### config.mk
export PLATFORM = sky130hd
export DESIGN_NAME = reg_scoreboard
export DESIGN_NICKNAME = d
export VERILOG_FILES = /design/src/rtl/reg_scoreboard_pkg.sv /design/src/rtl/reg_scoreboard_counter.sv /design/src/rtl/reg_scoreboard.sv
export SDC_FILE = /design/constraint.sdc
export NUM_CORES = 1
export LEC_CHECK = 0
export BUFFER_PORTS_ARGS = -buffer_cell sky130_fd_sc_hd__buf_2
export CAP_MARGIN = 20
export CORE_MARGIN = 5
export CORE_UTILIZATION = 50
export DETAILED_ROUTE_END_ITERATION = 12
export PLACE_DENSITY = 0.79
export SLEW_MARGIN = 25
export SYNTH_ARGS = -nofsm -noshare
export SYNTH_HDL_FRONTEND = slang
export SYNTH_SLANG_ARGS = --single-unit
### constraint.sdc
create_clock -name clk -period 3 [get_ports clk]
set_input_delay 0.6 -clock clk [delete_from_list [all_inputs] [get_ports clk]]
set_output_delay 0.6 -clock clk [all_outputs]
set_load 0.02 [all_outputs]
### src/rtl/reg_scoreboard_pkg.sv
// ============================================================================
// Module  : reg_scoreboard_pkg
// Purpose : Shared defaults and types for the register scoreboard slice.
// Revision: 1.0 - initial release
// ============================================================================
`default_nettype none

package reg_scoreboard_pkg;

    // Default register address width (tracks 2**DEF_REG_AW registers)
    localparam int DEF_REG_AW = 5;
    // Default per-register pending counter width
    localparam int DEF_CNT_W  = 2;
    // Hard-wired zero register, never tracked
    localparam int REG_ZERO   = 0;

    typedef logic [DEF_CNT_W-1:0] cnt_t;

endpackage

`default_nettype wire

### src/rtl/reg_scoreboard_counter.sv
// ============================================================================
// Module  : scb_counter
// Purpose : Saturating up/down pending-write counter for one register.
//           Simultaneous inc and dec cancel; clr empties the counter.
// Revision: 1.0 - initial release
// ============================================================================
`default_nettype none

module scb_counter
    import reg_scoreboard_pkg::*;
#(
    parameter int CNT_W = DEF_CNT_W
) (
    input  logic             clk,
    input  logic             reset,
    input  logic             inc_i,
    input  logic             dec_i,
    input  logic             clr_i,
    output logic [CNT_W-1:0] cnt_o,
    output logic             nz_o,
    output logic             full_o,
    output logic             uflow_o
);

    localparam logic [CNT_W-1:0] CNT_MAX = '1;

    logic [CNT_W-1:0] cnt_q;
    logic [CNT_W-1:0] cnt_d;

    // Next count: clear wins, cancel on inc+dec, saturate at both ends
    always_comb begin
        cnt_d = cnt_q;
        if (clr_i) begin
            cnt_d = '0;
        end else if (inc_i && !dec_i && (cnt_q != CNT_MAX)) begin
            cnt_d = cnt_q + 1'b1;
        end else if (dec_i && !inc_i && (cnt_q != '0)) begin
            cnt_d = cnt_q - 1'b1;
        end
    end

    // Count register with synchronous reset
    always_ff @(posedge clk) begin
        if (reset) begin
            cnt_q <= '0;
        end else begin
            cnt_q <= cnt_d;
        end
    end

    assign cnt_o   = cnt_q;
    assign nz_o    = (cnt_q != '0);
    assign full_o  = (cnt_q == CNT_MAX);
    assign uflow_o = dec_i && !inc_i && !clr_i && (cnt_q == '0);

endmodule

`default_nettype wire

### src/rtl/reg_scoreboard.sv
// ============================================================================
// Module  : reg_scoreboard
// Purpose : Tracks register writes in flight between issue and commit and
//           withholds issue while an instruction's sources are pending.
//           Optional macro SCB_BYPASS_EN: a source whose last pending write
//           commits this cycle is treated as ready (write-through read).
// Revision: 1.0 - initial release
// ============================================================================
`default_nettype none

module reg_scoreboard
    import reg_scoreboard_pkg::*;
#(
    parameter int REG_AW = DEF_REG_AW,
    parameter int CNT_W  = DEF_CNT_W
) (
    input  logic                 clk,
    input  logic                 reset,
    input  logic                 iss_valid_i,
    output logic                 iss_ready_o,
    input  logic [REG_AW-1:0]    iss_rs_i,
    input  logic                 iss_rs_use_i,
    input  logic [REG_AW-1:0]    iss_rt_i,
    input  logic                 iss_rt_use_i,
    input  logic                 iss_we_i,
    input  logic [REG_AW-1:0]    iss_wa_i,
    input  logic                 cmt_we_i,
    input  logic [REG_AW-1:0]    cmt_wa_i,
    input  logic                 flush_i,
    output logic                 stall_o,
    output logic [2**REG_AW-1:0] pending_mask_o,
    output logic                 busy_any_o,
    output logic                 err_o
);

    localparam int               NREG = 2**REG_AW;
    localparam logic [REG_AW-1:0] ZA  = REG_AW'(REG_ZERO);

    logic [CNT_W-1:0] cnt [NREG];
    logic [NREG-1:0]  nz_vec, full_vec, uflow_vec, inc_vec, dec_vec, ovf_vec;
    logic             hz_rs, hz_rt, dst_full, inc_ev, dec_ev, byp_rs, byp_rt;
    logic             err_q, err_d;

    // Register 0 is never tracked
    assign cnt[0]       = '0;
    assign nz_vec[0]    = 1'b0;
    assign full_vec[0]  = 1'b0;
    assign uflow_vec[0] = 1'b0;
    assign inc_vec[0]   = 1'b0;
    assign dec_vec[0]   = 1'b0;

    // Commits are ignored during a flush; issue is blocked by iss_ready
    assign dec_ev = cmt_we_i && (cmt_wa_i != ZA) && !flush_i;

`ifdef SCB_BYPASS_EN
    assign byp_rs = dec_ev && (cmt_wa_i == iss_rs_i) && (cnt[iss_rs_i] == CNT_W'(1));
    assign byp_rt = dec_ev && (cmt_wa_i == iss_rt_i) && (cnt[iss_rt_i] == CNT_W'(1));
`else
    assign byp_rs = 1'b0;
    assign byp_rt = 1'b0;
`endif

    assign hz_rs    = iss_rs_use_i && (iss_rs_i != ZA) && nz_vec[iss_rs_i] && !byp_rs;
    assign hz_rt    = iss_rt_use_i && (iss_rt_i != ZA) && nz_vec[iss_rt_i] && !byp_rt;
    assign dst_full = iss_we_i && (iss_wa_i != ZA) && full_vec[iss_wa_i];

    assign iss_ready_o = !hz_rs && !hz_rt && !dst_full && !flush_i;
    assign stall_o     = iss_valid_i && !iss_ready_o;
    assign inc_ev      = iss_valid_i && iss_ready_o && iss_we_i && (iss_wa_i != ZA);

    generate
        for (genvar i = 1; i < NREG; i++) begin : g_cnt
            assign inc_vec[i] = inc_ev && (iss_wa_i == REG_AW'(i));
            assign dec_vec[i] = dec_ev && (cmt_wa_i == REG_AW'(i));

            scb_counter #(.CNT_W(CNT_W)) u_cnt (
                .clk     (clk),
                .reset   (reset),
                .inc_i   (inc_vec[i]),
                .dec_i   (dec_vec[i]),
                .clr_i   (flush_i),
                .cnt_o   (cnt[i]),
                .nz_o    (nz_vec[i]),
                .full_o  (full_vec[i]),
                .uflow_o (uflow_vec[i])
            );
        end
    endgenerate

    // An increment that would wrap; unreachable through issue, kept defensive
    assign ovf_vec = inc_vec & full_vec & ~dec_vec;

    // Sticky error accumulates any underflow or overflow attempt
    always_comb begin
        err_d = err_q | (|uflow_vec) | (|ovf_vec);
    end

    // Error register with synchronous reset
    always_ff @(posedge clk) begin
        if (reset) begin
            err_q <= 1'b0;
        end else begin
            err_q <= err_d;
        end
    end

    assign pending_mask_o = nz_vec;
    assign busy_any_o     = |nz_vec;
    assign err_o          = err_q;

endmodule

`default_nettype wire

==> results of run 1 <==
[final cells by class]
type / instances / area [um^2] / area share [%]
Multi-Input combinational cell: 601 / 4282 / 54.83
Timing Repair Buffer: 221 / 1699 / 21.76
Sequential cell: 63 / 1279 / 16.38
Clock inverter: 5 / 80.08 / 1.025
Clock buffer: 11 / 151.4 / 1.939
Tap cell: 136 / 170.2 / 2.179
Inverter: 38 / 147.6 / 1.891
[cell usage in the layout, fill, tap and decap left out, drive strengths merged, types with 5 or more instances in the layout]
| cell | instances |
|---|---|
| nand3b | 7 |
| nand2 | 92 |
| nor3 | 45 |
| o211ai | 6 |
| xnor2 | 6 |
| dfxtp | 63 |
| nand2b | 25 |
| nor4 | 8 |
| nand4 | 10 |
| mux4 | 11 |
| nor2 | 82 |
| a21oi | 55 |
| o21ai | 45 |
| o31ai | 6 |
| a211o | 5 |
| and2 | 8 |
| a211oi | 29 |
| inv | 38 |
| nand3 | 25 |
| nor2b | 6 |
| clkbuf | 11 |
| or2 | 10 |
| a21o | 10 |
| or3 | 7 |
| o21a | 14 |
| nor3b | 7 |
| and3 | 20 |
| buf | 221 |
| or4 | 7 |
[worst max-delay path: stages (launching register included)]
cell and delay (ns):
dfxtp_1 0.36, nor2_1 0.57, a2111oi_0 0.30, a21oi_1 0.22, o211ai_1 0.18, nor3_4 0.19, nand2_2 0.11, buf_12 0.16
and2_4 0.14, buf_6 0.13
[registers in the layout (all words and copies together) (netlist names)]
register           flops
g_cnt.u_cnt.cnt_o     62
err_o                  1
[power groups by stage]
stage	logic, mW	clock network [mW]	registers [mW]
CTS	0.365	0.877	0.840
global route	0.458	0.927	0.839
finish	0.437	0.873	0.839
floorplan	0.165	0	0.861
detailed placement	0.310	0	0.860
global placement	0.308	0	0.860
[what timing repair did]
action / 4_1_cts / 5_1_grt
endpoints found under the setup margin: 18 / 44
buffers inserted: 8 / 11
cloned: 1 / 0
gates resized for setup: 70 / 130
pin swaps: 31 / 63
[how the worst min path moves through the flow]
stage                     slack, ns                               endpoint                                   from
after floorplan                0.46  g_cnt[29].u_cnt.cnt_o[0]$_SDFFE_PP0P_  g_cnt[29].u_cnt.cnt_o[0]$_SDFFE_PP0P_
after global placement         0.49  g_cnt[21].u_cnt.cnt_o[1]$_SDFFE_PP0P_  g_cnt[21].u_cnt.cnt_o[1]$_SDFFE_PP0P_
after detailed placement       0.50  g_cnt[21].u_cnt.cnt_o[1]$_SDFFE_PP0P_  g_cnt[21].u_cnt.cnt_o[1]$_SDFFE_PP0P_
after CTS                      0.42                       err_o$_SDFF_PP0_                                  reset
after global routing           0.42                       err_o$_SDFF_PP0_                                  reset
final                          0.43                       err_o$_SDFF_PP0_                                  reset
[cell families (layout without fill, tap and decap cells)]
| family | Yosys count | count (layout) | share of synthesized area (%) |
|---|---|---|---|
| compound gates | 210 | 210 | 25.73 |
| xor+xnor | 7 | 7 | 1.141 |
| buf+inv | 99 | 275 | 9.499 |
| flops | 63 | 63 | 23.47 |
| mux | 14 | 14 | 5.215 |
| other cells | 1 | 1 | 0.06978 |
| simple gates | 369 | 369 | 34.88 |
[stage by stage]
stage,hold WS [ns],setup WS [ns],utilization [%]
after floorplan,0.4642,-0.09630,-
after global placement,0.4904,-0.4536,63.17
after detailed placement,0.4954,-0.5886,63.17
after CTS,0.4204,-0.2266,68.96
after global routing,0.4209,-0.3654,74.97
final,0.4310,-0.3432,74.97
[routing by layer]
metal	vias up	GRT usage [%]	part of all wire (%)
met3	155	9.602	13
li1	3099	-	-
met2	538	51.00	43
met5	-	0	0
met1	3224	42.25	38
met4	0	13.46	5.7
==> impl_metrics.tcl, run 1 <==
set metrics [dict create \
    routed_via_density 6.527 \
    dp_hpwl_um 16540 \
    yosysMostFrequentCell "nand2_1" \
    antenna_cells 0 \
    clock_path_buffers 2 \
    maxCapViolCount 0 \
    crit_required_ns 2.40 \
    drv_slew 0 \
    violations "negative setup slack" \
    die-area_mm2 0.01292 \
    avgSynthCellArea_um2 7.043 \
    grt_pass1_vias 6188 \
    async_reset_ff_share_pct 0 \
    finalNonFillerCells 1075 \
    synthTopCellsByCount "nand2_1, nor2_1, dfxtp_1" \
    crit_end "stall_o" \
    postCtsHoldBufs 0 \
    ys_ff_latch 63 \
    pin_count 64 \
    clock_latency_ns 0.38 \
    synth_warnings 0 \
    reg2reg_depth 13 \
    min_path_cells 2 \
    synth_largest_type_area_fraction_pct 23.47 \
    cts.sinks 63 \
    cp-startpoint "g_cnt[19].u_cnt.cnt_o[1]$_SDFFE_PP0P_" \
    setup-violations-final 43 \
    max_freq_mhz 299.1 \
    finalCritPeriodShare_pct 111.4 \
    core_mm2 0.01042 \
    postRouteAntennaNets 0 \
    cp_data_arrival_time_ns 2.74 \
    drc 0 \
    rsz0062_at_grt "true" \
    synth_edf_count 0 \
    drtIter0Drc 1019 \
    timing.rr.end "g_cnt[10].u_cnt.cnt_o[0]$_SDFFE_PP0P_" \
    sw_frac_of_total_pct 28.37 \
    period_needed_ns 3.343 \
    yosysUniqueCellTypes 75 \
    synth_flop_cell "dfxtp_1" \
    overflow 0 \
    p_total_mw 2.150 \
    cp-start-kind "flop" \
    hold_viol_final 0 \
    rrSetupSlack_ns -0.32 \
    r2r-start "g_cnt[19].u_cnt.cnt_o[1]$_SDFFE_PP0P_" \
    dr.pass1.iters 6 \
    pwr-share-clk_pct 40.6 \
    ys_seq_area_share_pct 23.47 \
    p_int_mw 1.540 \
    cts_tree "built" \
    leakagePower_nw 3.285 \
    drive_gt1_share_pct 41.21 \
    final_nets 962 \
    relSlewSlack_pct 52.73 \
    pwr-share-seq_pct 39.0 \
    numPortBuffers 62 \
    start_util_pct 51.59 \
    place_area_mm2 0.006580 \
    crit_type "reg2out" \
    switchingPower_mw 0.6098 \
    mappedNetlistArea_mm2 0.005374 \
    dieHeight_um 113.7 \
    post_drt_wl_per_cell_um 21.26 \
    area_delta_synth_final_pct 45.31 \
    finalSetupTns_ns -4.935 \
    wl_um 22850 \
    holdCritPathClass "in2reg" \
    tightest_slew_ns 0.7064 \
    fill_cells 755 \
    grt_util_all_layers_pct 32.70 \
    power.density_mw_per_mm2 275.3 \
    fp.dieW_um 113.7 \
    cts-buffers-inserted 9 \
    worst_slack_ns -0.3432 \
    path_clk_slew_ns 0.08 \
    synthTopCellsByArea "dfxtp_1, nand2_1, nor2_1" \
    place_congestion 1.111 \
    syn_nets 791 \
    cp_max_fo 6 \
    yosys.area.top_type "dfxtp_1" \
    stdcell_area_mm2 0.007809 \
    endpoint_kind "output pin" \
    combinationalPowerShare_pct 20.3 \
    vias 7016 \
    fin_worst_skew_ns 0.01450 \
    grt_pass1_wl_um 32820 \
    fp-row-count 37 \
    htree_levels 3 \
    root_buffer "clkbuf_8" \
    status "complete, but fails checks" \
    placedCellCount 1039 \
    irDropWorstVdd_mv 0.2602 \
    grt_max_degree 32 \
    netlist_instances 763 \
    antenna_found_initial 0 \
]
No activity file was read; power rests on OpenSTA's default activity.
==> inputs of run 2 (changes only) <==
--- a/config.mk
+++ b/config.mk
@@ -9,3 +9,2 @@
 export CAP_MARGIN = 20
-export CORE_MARGIN = 5
 export CORE_UTILIZATION = 50
==> constraint.sdc (replaced) <==
create_clock -name clk -period 3 [get_ports clk]
set_input_delay 0.15 -clock clk [delete_from_list [all_inputs] [get_ports clk]]
set_output_delay 0.15 -clock clk [all_outputs]
set_load 0.02 [all_outputs]
==> run 2 against run 1 <==
The flow still finishes with violations (negative setup slack). Via count decreased by 6.0%. Largest cell class unchanged. Clock skew decreased by 0.0024 ns. Wire length decreased by 8.6%. Design area decreased by 11%. Flip-flop and latch count unchanged.
==> impl_metrics.tcl, run 2 (synthesis results as in run 1) <==
set metrics [dict create \
    status "complete, but fails checks" \
    violations "negative setup slack" \
    pwr-share-clk_pct 41.6 \
    endpoint_kind "flop" \
    numPortBuffers 62 \
    final_common_cell "buf_4" \
    drtIter0Drc 796 \
    fin_hold_ws_ns 0.3441 \
    combinationalPowerShare_pct 16.5 \
    drive_gt1_share_pct 30.71 \
    tightest_slew_ns 0.7428 \
    worst_slack_ns -0.1387 \
    final_nets 938 \
    clock_latency_ns 0.38 \
    switchingPower_mw 0.5784 \
    place_congestion 1.068 \
    relSlewSlack_pct 50.30 \
    start_util_pct 51.82 \
    power.density_mw_per_mm2 287.5 \
    wl_um 20880 \
    drv_slew 0 \
    routed_via_density 6.272 \
    finalCritPeriodShare_pct 104.6 \
    fp-row-count 37 \
    dieHeight_um 105.7 \
    fp.dieW_um 105.7 \
    clock_path_buffers 2 \
    cts_tree "built" \
    cp_data_arrival_time_ns 3.38 \
    cts-buffers-inserted 9 \
    path_clk_slew_ns 0.07 \
    grt_util_all_layers_pct 37.68 \
    post_drt_wl_per_cell_um 19.85 \
    setup-violations-final 3 \
    irDropWorstVdd_mv 0.2503 \
    cp-start-kind "flop" \
    postRouteAntennaNets 0 \
    grt_pass1_vias 6051 \
    holdCritPathClass "in2reg" \
    dp_hpwl_um 16340 \
    overflow 0 \
    drc 0 \
    maxCapViolCount 0 \
    crit_required_ns 3.24 \
    period_needed_ns 3.139 \
    pwr-share-seq_pct 41.8 \
    root_buffer "clkbuf_8" \
    final_cell_mix "buf_4, nand2_1, nor2_1" \
    die-area_mm2 0.01117 \
    cts.sinks 63 \
    largest_reg_flops 62 \
    grt_pass1_wl_um 31730 \
    rsz0062_at_grt "true" \
    vias 6598 \
    hold_viol_final 0 \
    pre_cts_ws_ns -0.2581 \
    core_mm2 0.01037 \
    antenna_found_initial 0 \
    max_freq_mhz 318.6 \
    cp_max_fo 3 \
    cpMaxStageDelayCell "mux4_2" \
    cp_cell_sequence "or2_1, mux4_2, o221ai_2, nor3_2, nor4b_4, nand2_2, buf_6, or3_4, and3_4, nor4_4, buf_4, a41oi_2" \
    leakagePower_nw 3.044 \
    grt_max_degree 57 \
    area_delta_synth_final_pct 29.92 \
    crit_type "reg2reg" \
    dr.pass1.iters 5 \
    fin_worst_skew_ns 0.01206 \
    htree_levels 3 \
    p_int_mw 1.429 \
    sw_frac_of_total_pct 28.82 \
    pin_count 64 \
    max_stage_delay_ns 0.48 \
]
[run 2: area by class of cell]
cell class / count / area [um^2]
fillers: 947 / 3388
diodes: 1 / 2.502
clock buffers: 10 / 127.6
flip-flops and latches: 63 / 1266
repair buffers: 197 / 1370
multi-input cells: 601 / 3817
well taps: 136 / 170.2
inverters: 38 / 142.6
clock inverters: 6 / 85.08
[run 2: worst max-delay path: cells and delay by family, from the launching register on]
kind	cells	cell delay [ns]
simple gates	7	1.61
buf+inv	2	0.32
flops	1	0.32
mux	1	0.48
compound gates	2	0.29
[run 2: path summary, 6_finish.rpt]
kind / from / endpoint / slack (ns) / cells after the start
setup / recovery: g_cnt[11].u_cnt.cnt_o[1]$_SDFFE_PP0P_ / err_o$_SDFF_PP0_ / -0.14 / 12
hold / removal: cmt_wa_i[2] / g_cnt[24].u_cnt.cnt_o[0]$_SDFFE_PP0P_ / 0.34 / 5
setup reg to reg: g_cnt[11].u_cnt.cnt_o[1]$_SDFFE_PP0P_ / err_o$_SDFF_PP0_ / -0.14 / 12
hold reg to reg: g_cnt[20].u_cnt.cnt_o[1]$_SDFFE_PP0P_ / g_cnt[20].u_cnt.cnt_o[1]$_SDFFE_PP0P_ / 0.50 / 2
[run 2: power by group through the flow]
| stage | sequential (mW) | clock [mW] | combinational (mW) |
|---|---|---|---|
| 2_1_floorplan | 0.861 | 0 | 0.163 |
| 3_3_place_gp | 0.859 | 0 | 0.300 |
| 3_5_place_dp | 0.859 | 0 | 0.299 |
| 4_1_cts | 0.840 | 0.846 | 0.304 |
| 5_1_grt | 0.840 | 0.878 | 0.348 |
| 6_report | 0.840 | 0.836 | 0.332 |
[run 2: metrics by stage]
| step | TNS, ns | power [mW] | instance area, um^2 | instances | util [%] |
|---|---|---|---|---|---|
| final | -0.3414 | 2.007 | 6982 | 1052 | 67.33 |
| after global routing | -1.219 | 2.066 | 6979 | 1051 | 67.30 |
| after CTS | -0.1656 | 1.990 | 6770 | 1050 | 65.29 |
| after detailed placement | -0.4054 | 1.158 | 6510 | 1033 | 62.78 |
| after global placement | -0.3160 | 1.159 | 6510 | 1033 | 62.78 |
| after floorplan | 0 | 1.024 | 5374 | 763 | - |
[run 2: metal layers]
layer	track usage [%]	part of all wire (%)	up-vias
li1	-	-	3050
met1	47.70	40	3023
met2	57.56	43	451
met3	10.70	12	74
met4	20.54	4.4	0
met5	0	0	-
[run 2: what timing repair did]
action | 4_1_cts | 5_1_grt
resized for setup | 8 | 46
pin swaps | 0 | 14
hold buffers | 1 | 0
hold endpoints to repair | 1 | 0
buffers inserted | 0 | 1
setup endpoints to repair | 5 | 27
